[src/rtl/multicycle_sequencer_if.sv]
// multicycle_sequencer_if: control, status and memory handshake bundle of the sequencer.
interface multicycle_sequencer_if #(parameter int CNT_W = 32);
  logic             start;
  logic [5:0]       opcode;
  logic             alu_zero;
  logic             mem_ready;
  logic             ir_write;
  logic             pc_write;
  logic             decode_en;
  logic             alu_en;
  logic             mem_req;
  logic             mem_we;
  logic             stack_en;
  logic             reg_write;
  logic [2:0]       state;
  logic             halted;
  logic             fault;
  logic [CNT_W-1:0] retired;
  modport master (
    input  start, opcode, alu_zero, mem_ready,
    output ir_write, pc_write, decode_en, alu_en, mem_req, mem_we, stack_en, reg_write,
    output state, halted, fault, retired
  );
  modport slave (
    output start, opcode, alu_zero, mem_ready,
    input  ir_write, pc_write, decode_en, alu_en, mem_req, mem_we, stack_en, reg_write,
    input  state, halted, fault, retired
  );
endinterface

[src/rtl/multicycle_sequencer.sv]
// multicycle_sequencer: FETCH/DECODE/EXEC/MEM/WB control FSM with memory timeout and retire count.
module multicycle_sequencer #(
  parameter int MEM_TIMEOUT = 15,
  parameter int CNT_W       = 32
) (
  input logic                    clk,
  input logic                    rst,
  multicycle_sequencer_if.master bus
);
  typedef enum logic [2:0] {IDLE, FETCH, DECODE, EXEC, MEM, WB, HALT, FAULT} state_e;
  localparam int WW = $clog2(MEM_TIMEOUT + 1);
  localparam logic [5:0] OP_R = 6'h00, OP_ADDI = 6'h08, OP_LW = 6'h23, OP_SW = 6'h2B, OP_BEQ = 6'h04;
  localparam logic [5:0] OP_J = 6'h02, OP_PUSH = 6'h30, OP_POP = 6'h31, OP_HALT = 6'h3F;
  state_e           state_q, state_d;
  logic [5:0]       op_q, op_d;
  logic [WW-1:0]    wait_q, wait_d;
  logic [CNT_W-1:0] retired_q, retired_d;
  logic             retire, legal, is_store, is_stack, is_load, mem_state, timeout;
  always_comb begin
    legal          = bus.opcode inside {OP_R, OP_ADDI, OP_LW, OP_SW, OP_BEQ, OP_J, OP_PUSH, OP_POP, OP_HALT};
    is_store       = op_q inside {OP_SW, OP_PUSH};
    is_stack       = op_q inside {OP_PUSH, OP_POP};
    is_load        = op_q inside {OP_LW, OP_POP};
    mem_state      = state_q inside {FETCH, MEM};
    timeout        = mem_state && !bus.mem_ready && wait_q == WW'(MEM_TIMEOUT - 1);
    state_d        = state_q;
    op_d           = op_q;
    retire         = 1'b0;
    bus.ir_write   = 1'b0;
    bus.pc_write   = 1'b0;
    bus.decode_en  = 1'b0;
    bus.alu_en     = 1'b0;
    bus.mem_req    = 1'b0;
    bus.mem_we     = 1'b0;
    bus.stack_en   = 1'b0;
    bus.reg_write  = 1'b0;
    case (state_q)
      IDLE: state_d = bus.start ? FETCH : IDLE;
      FETCH: begin
        bus.mem_req  = 1'b1;
        bus.ir_write = bus.mem_ready;
        bus.pc_write = bus.mem_ready;
        state_d      = bus.mem_ready ? DECODE : timeout ? FAULT : FETCH;
      end
      DECODE: begin
        bus.decode_en = 1'b1;
        op_d          = bus.opcode;
        bus.pc_write  = bus.opcode == OP_J;
        retire        = bus.opcode == OP_J;
        state_d       = !legal ? FAULT : bus.opcode == OP_HALT ? HALT : bus.opcode == OP_J ? FETCH : EXEC;
      end
      EXEC: begin
        bus.alu_en   = 1'b1;
        bus.pc_write = op_q == OP_BEQ && bus.alu_zero;
        retire       = op_q == OP_BEQ;
        state_d      = op_q == OP_BEQ ? FETCH : op_q inside {OP_R, OP_ADDI} ? WB : MEM;
      end
      MEM: begin
        bus.mem_req  = 1'b1;
        bus.mem_we   = is_store;
        bus.stack_en = is_stack && bus.mem_ready;
        retire       = is_store && bus.mem_ready;
        state_d      = bus.mem_ready ? (is_load ? WB : FETCH) : timeout ? FAULT : MEM;
      end
      WB: begin
        bus.reg_write = 1'b1;
        retire        = 1'b1;
        state_d       = FETCH;
      end
      default: ;
    endcase
    // staying in FETCH/MEM only happens on a not-ready cycle, so that is what the counter tracks
    wait_d    = (mem_state && state_d == state_q) ? wait_q + 1'b1 : '0;
    retired_d = retired_q + CNT_W'(retire);
  end
  always_ff @(posedge clk) begin
    if (rst) begin
      state_q   <= IDLE;
      op_q      <= '0;
      wait_q    <= '0;
      retired_q <= '0;
    end else begin
      state_q   <= state_d;
      op_q      <= op_d;
      wait_q    <= wait_d;
      retired_q <= retired_d;
    end
  end
  assign bus.state   = state_q;
  assign bus.halted  = state_q == HALT;
  assign bus.fault   = state_q == FAULT;
  assign bus.retired = retired_q;
endmodule

[src/flat_wrapper.sv]
// flat-port wrapper written by rule: the top's interface ports become plain ports
module multicycle_sequencer_flat 
#(
  parameter int MEM_TIMEOUT = 15,
  parameter int CNT_W       = 32
)
  (clk, rst, bus_start, bus_opcode, bus_alu_zero, bus_mem_ready, bus_ir_write, bus_pc_write, bus_decode_en, bus_alu_en, bus_mem_req, bus_mem_we, bus_stack_en, bus_reg_write, bus_state, bus_halted, bus_fault, bus_retired);
  multicycle_sequencer_if #(.CNT_W(CNT_W)) bus_i ();
  input logic clk;
  input logic rst;
  input wire logic [$bits(bus_i.start)-1:0] bus_start;
  input wire logic [$bits(bus_i.opcode)-1:0] bus_opcode;
  input wire logic [$bits(bus_i.alu_zero)-1:0] bus_alu_zero;
  input wire logic [$bits(bus_i.mem_ready)-1:0] bus_mem_ready;
  output wire logic [$bits(bus_i.ir_write)-1:0] bus_ir_write;
  output wire logic [$bits(bus_i.pc_write)-1:0] bus_pc_write;
  output wire logic [$bits(bus_i.decode_en)-1:0] bus_decode_en;
  output wire logic [$bits(bus_i.alu_en)-1:0] bus_alu_en;
  output wire logic [$bits(bus_i.mem_req)-1:0] bus_mem_req;
  output wire logic [$bits(bus_i.mem_we)-1:0] bus_mem_we;
  output wire logic [$bits(bus_i.stack_en)-1:0] bus_stack_en;
  output wire logic [$bits(bus_i.reg_write)-1:0] bus_reg_write;
  output wire logic [$bits(bus_i.state)-1:0] bus_state;
  output wire logic [$bits(bus_i.halted)-1:0] bus_halted;
  output wire logic [$bits(bus_i.fault)-1:0] bus_fault;
  output wire logic [$bits(bus_i.retired)-1:0] bus_retired;
  assign bus_i.start = bus_start;
  assign bus_i.opcode = bus_opcode;
  assign bus_i.alu_zero = bus_alu_zero;
  assign bus_i.mem_ready = bus_mem_ready;
  assign bus_ir_write = bus_i.ir_write;
  assign bus_pc_write = bus_i.pc_write;
  assign bus_decode_en = bus_i.decode_en;
  assign bus_alu_en = bus_i.alu_en;
  assign bus_mem_req = bus_i.mem_req;
  assign bus_mem_we = bus_i.mem_we;
  assign bus_stack_en = bus_i.stack_en;
  assign bus_reg_write = bus_i.reg_write;
  assign bus_state = bus_i.state;
  assign bus_halted = bus_i.halted;
  assign bus_fault = bus_i.fault;
  assign bus_retired = bus_i.retired;
  multicycle_sequencer #(.MEM_TIMEOUT(MEM_TIMEOUT), .CNT_W(CNT_W)) u_core (.clk(clk), .rst(rst), .bus(bus_i));
endmodule
[config.mk]
export PLATFORM = sky130hd
export DESIGN_NAME = multicycle_sequencer_flat
export DESIGN_NICKNAME = d
export VERILOG_FILES = /design/src/rtl/multicycle_sequencer_if.sv /design/src/rtl/multicycle_sequencer.sv /design/src/flat_wrapper.sv
export SDC_FILE = /design/constraint.sdc
export NUM_CORES = 1
export LEC_CHECK = 0
export CAP_MARGIN = 5
export CORE_ASPECT_RATIO = 1.1
export CORE_MARGIN = 3
export CORE_UTILIZATION = 25
export CTS_CLUSTER_SIZE = 25
export DETAILED_ROUTE_END_ITERATION = 12
export DONT_BUFFER_PORTS = 1
export PLACE_DENSITY = 0.38
export SLEW_MARGIN = 30
export SYNTH_ARGS = -nofsm -noshare
export SYNTH_HDL_FRONTEND = slang
export SYNTH_SLANG_ARGS = --single-unit
[constraint.sdc]
create_clock -name clk -period 3.5 [get_ports clk]
set_input_delay 0.7 -clock clk [delete_from_list [all_inputs] [get_ports clk]]
set_output_delay 0.7 -clock clk [all_outputs]
set_load 0.02 [all_outputs]
==> qor.yml <==
crit_slowest_cell: "or4b_2"
p_int_mw: 0.700
r2r_end: "u_core.bus.retired[30]"
critPathKind: "flip-flop to flip-flop"
tightest_slew_ns: 0.735
yosys_warnings: 0
clk_latency_ns: 0.30
ys_types: 51
async_flop_share_pct: 0
p_leak_nw: 0.827
finalPower_mw: 0.965
synth-main-ff-cell: "dfxtp_1"
fp.dieH_um: 109
vias: 2115
place_ws_ns: 0.0304
post-route-period-util_pct: 92.6
arrival_ns: 3.48
crit_required_ns: 3.74
cts_tree: "yes"
synth_nets: 294
reg2reg_from: "u_core.op_q[0]"
max_freq_ghz: 0.309
hpwl_um: 4490
hold_start: "rst"
yosysTopAreaCell: "dfxtp_1"
nets: 298
regArea_um2: 901
hold_depth: 1
synth_seq_area_share_pct: 37.7
cts_sinks: 45
dp.cells: 390
power.switching_fraction_pct: 27.4
p_sw_mw: 0.265
startpoint_type: "flip-flop"
maxSlewViolCount: 0
clock_skew_ns: 0.0129
comb_power_share_pct: 10.9
clkPwrFrac_pct: 34.2
drtIter0Drc: 71
overflow: 0
synth_top_family_by_area: "simple AND/OR/NAND/NOR gates"
ys_ff_latch: 45
root_buffer: "clkbuf_8"
antenna_found_initial: 0
grt_max_degree: 44
portBuffers: 0
synthCells: 279
r2r_slack_ns: 0.26
relSlewSlack_pct: 50.6
core_um2: 9100
clockBufferDepth: 2
htreeDepth: 2
antenna_cells: 0
synth-simple-area-share_pct: 30.5
drive_above_1_share_pct: 11.3
start_util_pct: 26.3
crit_path_max_incr_delay_ns: 0.71
synthAdderAreaFrac_pct: 2.51
grt_pass1_wl_um: 10600
viasPerCell: 5.31
grt_pass1_vias: 2008
nFillCells: 985
rsz0062_at_grt: "false"
avgRoutedWirePerCell_um: 15.9
synthMuxAreaShare_pct: 2.98
drc: 0
yosysTopAreaCellShare_pct: 37.7
ant_nets: 0
grt_usage_pct: 12.1
synthTopCellsByArea: "dfxtp_1, or4_1, o31ai_1"
avgSynthCellArea_um2: 8.57
fin_cells: 398
synth_compound_area_share_pct: 16.3
io_pins: 56
clk_pin_slew_ns: 0.10
final.setup.worst_slack_ns: 0.260
synth_edf_count: 0
hold_violations: 0
synthesis.area_um2: 2390
multi_input_area_um2: 1400
hold_class: "input port to flip-flop"
min_to: "u_core.op_q[5]"
final_util_pct: 29.1
powerDensity_nw_per_um2: 365
dr.pass1.iters: 4
cts_buffers: 5
area_delta_synth_final_pct: 10.8
post-route-min-period_ns: 3.24
peakVddDrop_v: 0.000149
synth_most_common_cell: "dfxtp_1"
reg2regPathDepth: 11
crit_chain: "or4b_2 -> a2111oi_4 -> nand2_1 -> nand3b_1 -> ha_1 -> ha_1 -> and4_1 -> nand3_4 -> buf_4 -> or4_1 -> a21oi_1"
cpMostUsedCell: "ha_1"
finalSetupTns_ns: 0
finalWirelength_um: 6320
die_area_um2: 10800
power_frac_seq_pct: 54.9
end_kind: "flip-flop"
maxCapViolCount: 0
gp_congestion: 0.730
synth_xor_area_share_pct: 4.76
rows: 36
cts_setup_buffers: 0
finalSetupViolations: 0
synth_commonest_cells: "dfxtp_1, nor2_1, a21oi_1, or4_1, o31ai_1"
status: "finished clean"
dieWidth_um: 99.2
crit_fanout: 10
[how the worst max path moves through the flow]
stage	endpoint	from	slack, ns
after floorplan	u_core.bus.retired[22]	u_core.op_q[0]	0.06
after global placement	u_core.bus.retired[28]	bus_opcode[5]	0.09
after detailed placement	u_core.bus.retired[30]	u_core.op_q[0]	0.03
after CTS	u_core.bus.retired[28]	u_core.op_q[0]	0.02
after global routing	u_core.bus.retired[24]	u_core.op_q[0]	0.03
final	u_core.bus.retired[30]	u_core.op_q[0]	0.26
[power groups by stage]
| stage | clock (mW) | sequential [mW] | combinational [mW] |
|---|---|---|---|
| floorplan | 0 | 0.545 | 0.0819 |
| global placement | 0 | 0.543 | 0.107 |
| detailed placement | 0 | 0.542 | 0.106 |
| CTS | 0.347 | 0.530 | 0.106 |
| global route | 0.361 | 0.532 | 0.117 |
| finish | 0.330 | 0.530 | 0.105 |
[state kept, by name, indices dropped and copies added (netlist names)]
| signal | flops |
|---|---|
| u_core.op_q | 6 |
| u_core.bus.retired | 32 |
| u_core.bus.state | 3 |
| u_core.wait_q | 4 |
[cell usage in the layout (no fill, tap or decap), types with 4 or more instances in the layout]
master	synthesis	routed
and4_1	6	6
nand2b_1	4	4
inv_1	8	8
a31oi_1	5	5
nand2_1	14	14
nand4_1	6	6
buf_4	0	12
clkbuf_8	2	5
o21ai_0	7	7
o31ai_1	15	15
ha_1	4	4
xor2_1	8	8
or4_1	16	16
a21oi_1	22	22
nor2b_1	5	5
nor3_1	7	7
mux2i_1	6	6
nand3_1	13	12
xnor2_1	5	5
dfxtp_1	45	45
nor2_1	29	29
[what timing repair did]
action | CTS | global route
hold buffers | 0 | 0
resized for setup | 0 | 2
endpoints found under the hold margin | 0 | 0
setup endpoints to repair | 0 | 7
[critical path, delay by kind of cell (launching register included)]
family | cells | cell delay [ns]
buf+inv | 1 | 0.19
flops | 1 | 0.32
simple gates | 6 | 1.80
fa+ha+maj | 2 | 0.40
compound gates | 2 | 0.48
[layer usage]
layer | routed length (um) | up-vias | part of all wire [%] | track usage (%)
met5 | 0 | - | 0 | 0
met4 | 38 | 0 | 0.60 | 3.22
met3 | 504 | 2 | 8.0 | 4.90
met2 | 2920 | 47 | 46 | 19.2
met1 | 2850 | 1010 | 45 | 15.2
li1 | - | 1056 | - | -
[metrics by stage]
step | cell area (um^2) | hold slack, ns
after floorplan | 2410 | 0.430
after global placement | 2550 | 0.451
after detailed placement | 2550 | 0.457
after CTS | 2640 | 0.446
after global routing | 2650 | 0.443
final | 2650 | 0.473
[kinds of logic after synthesis]
kind of cell / count (synthesis)
fa+ha+maj: 5
buf+inv: 23
simple gates: 125
flops: 45
mux: 7
compound gates: 61
xor+xnor: 13
[layout make-up]
class                      count  area share, %
tap                          114           5.39
inverter                       8           1.13
timing repair buffer          12           3.40
clock buffer                   6           2.74
sequential                    45           34.0
clock inverter                 2          0.567
multi-input combinational    211           52.7
Power figures use the tool's default switching activity.
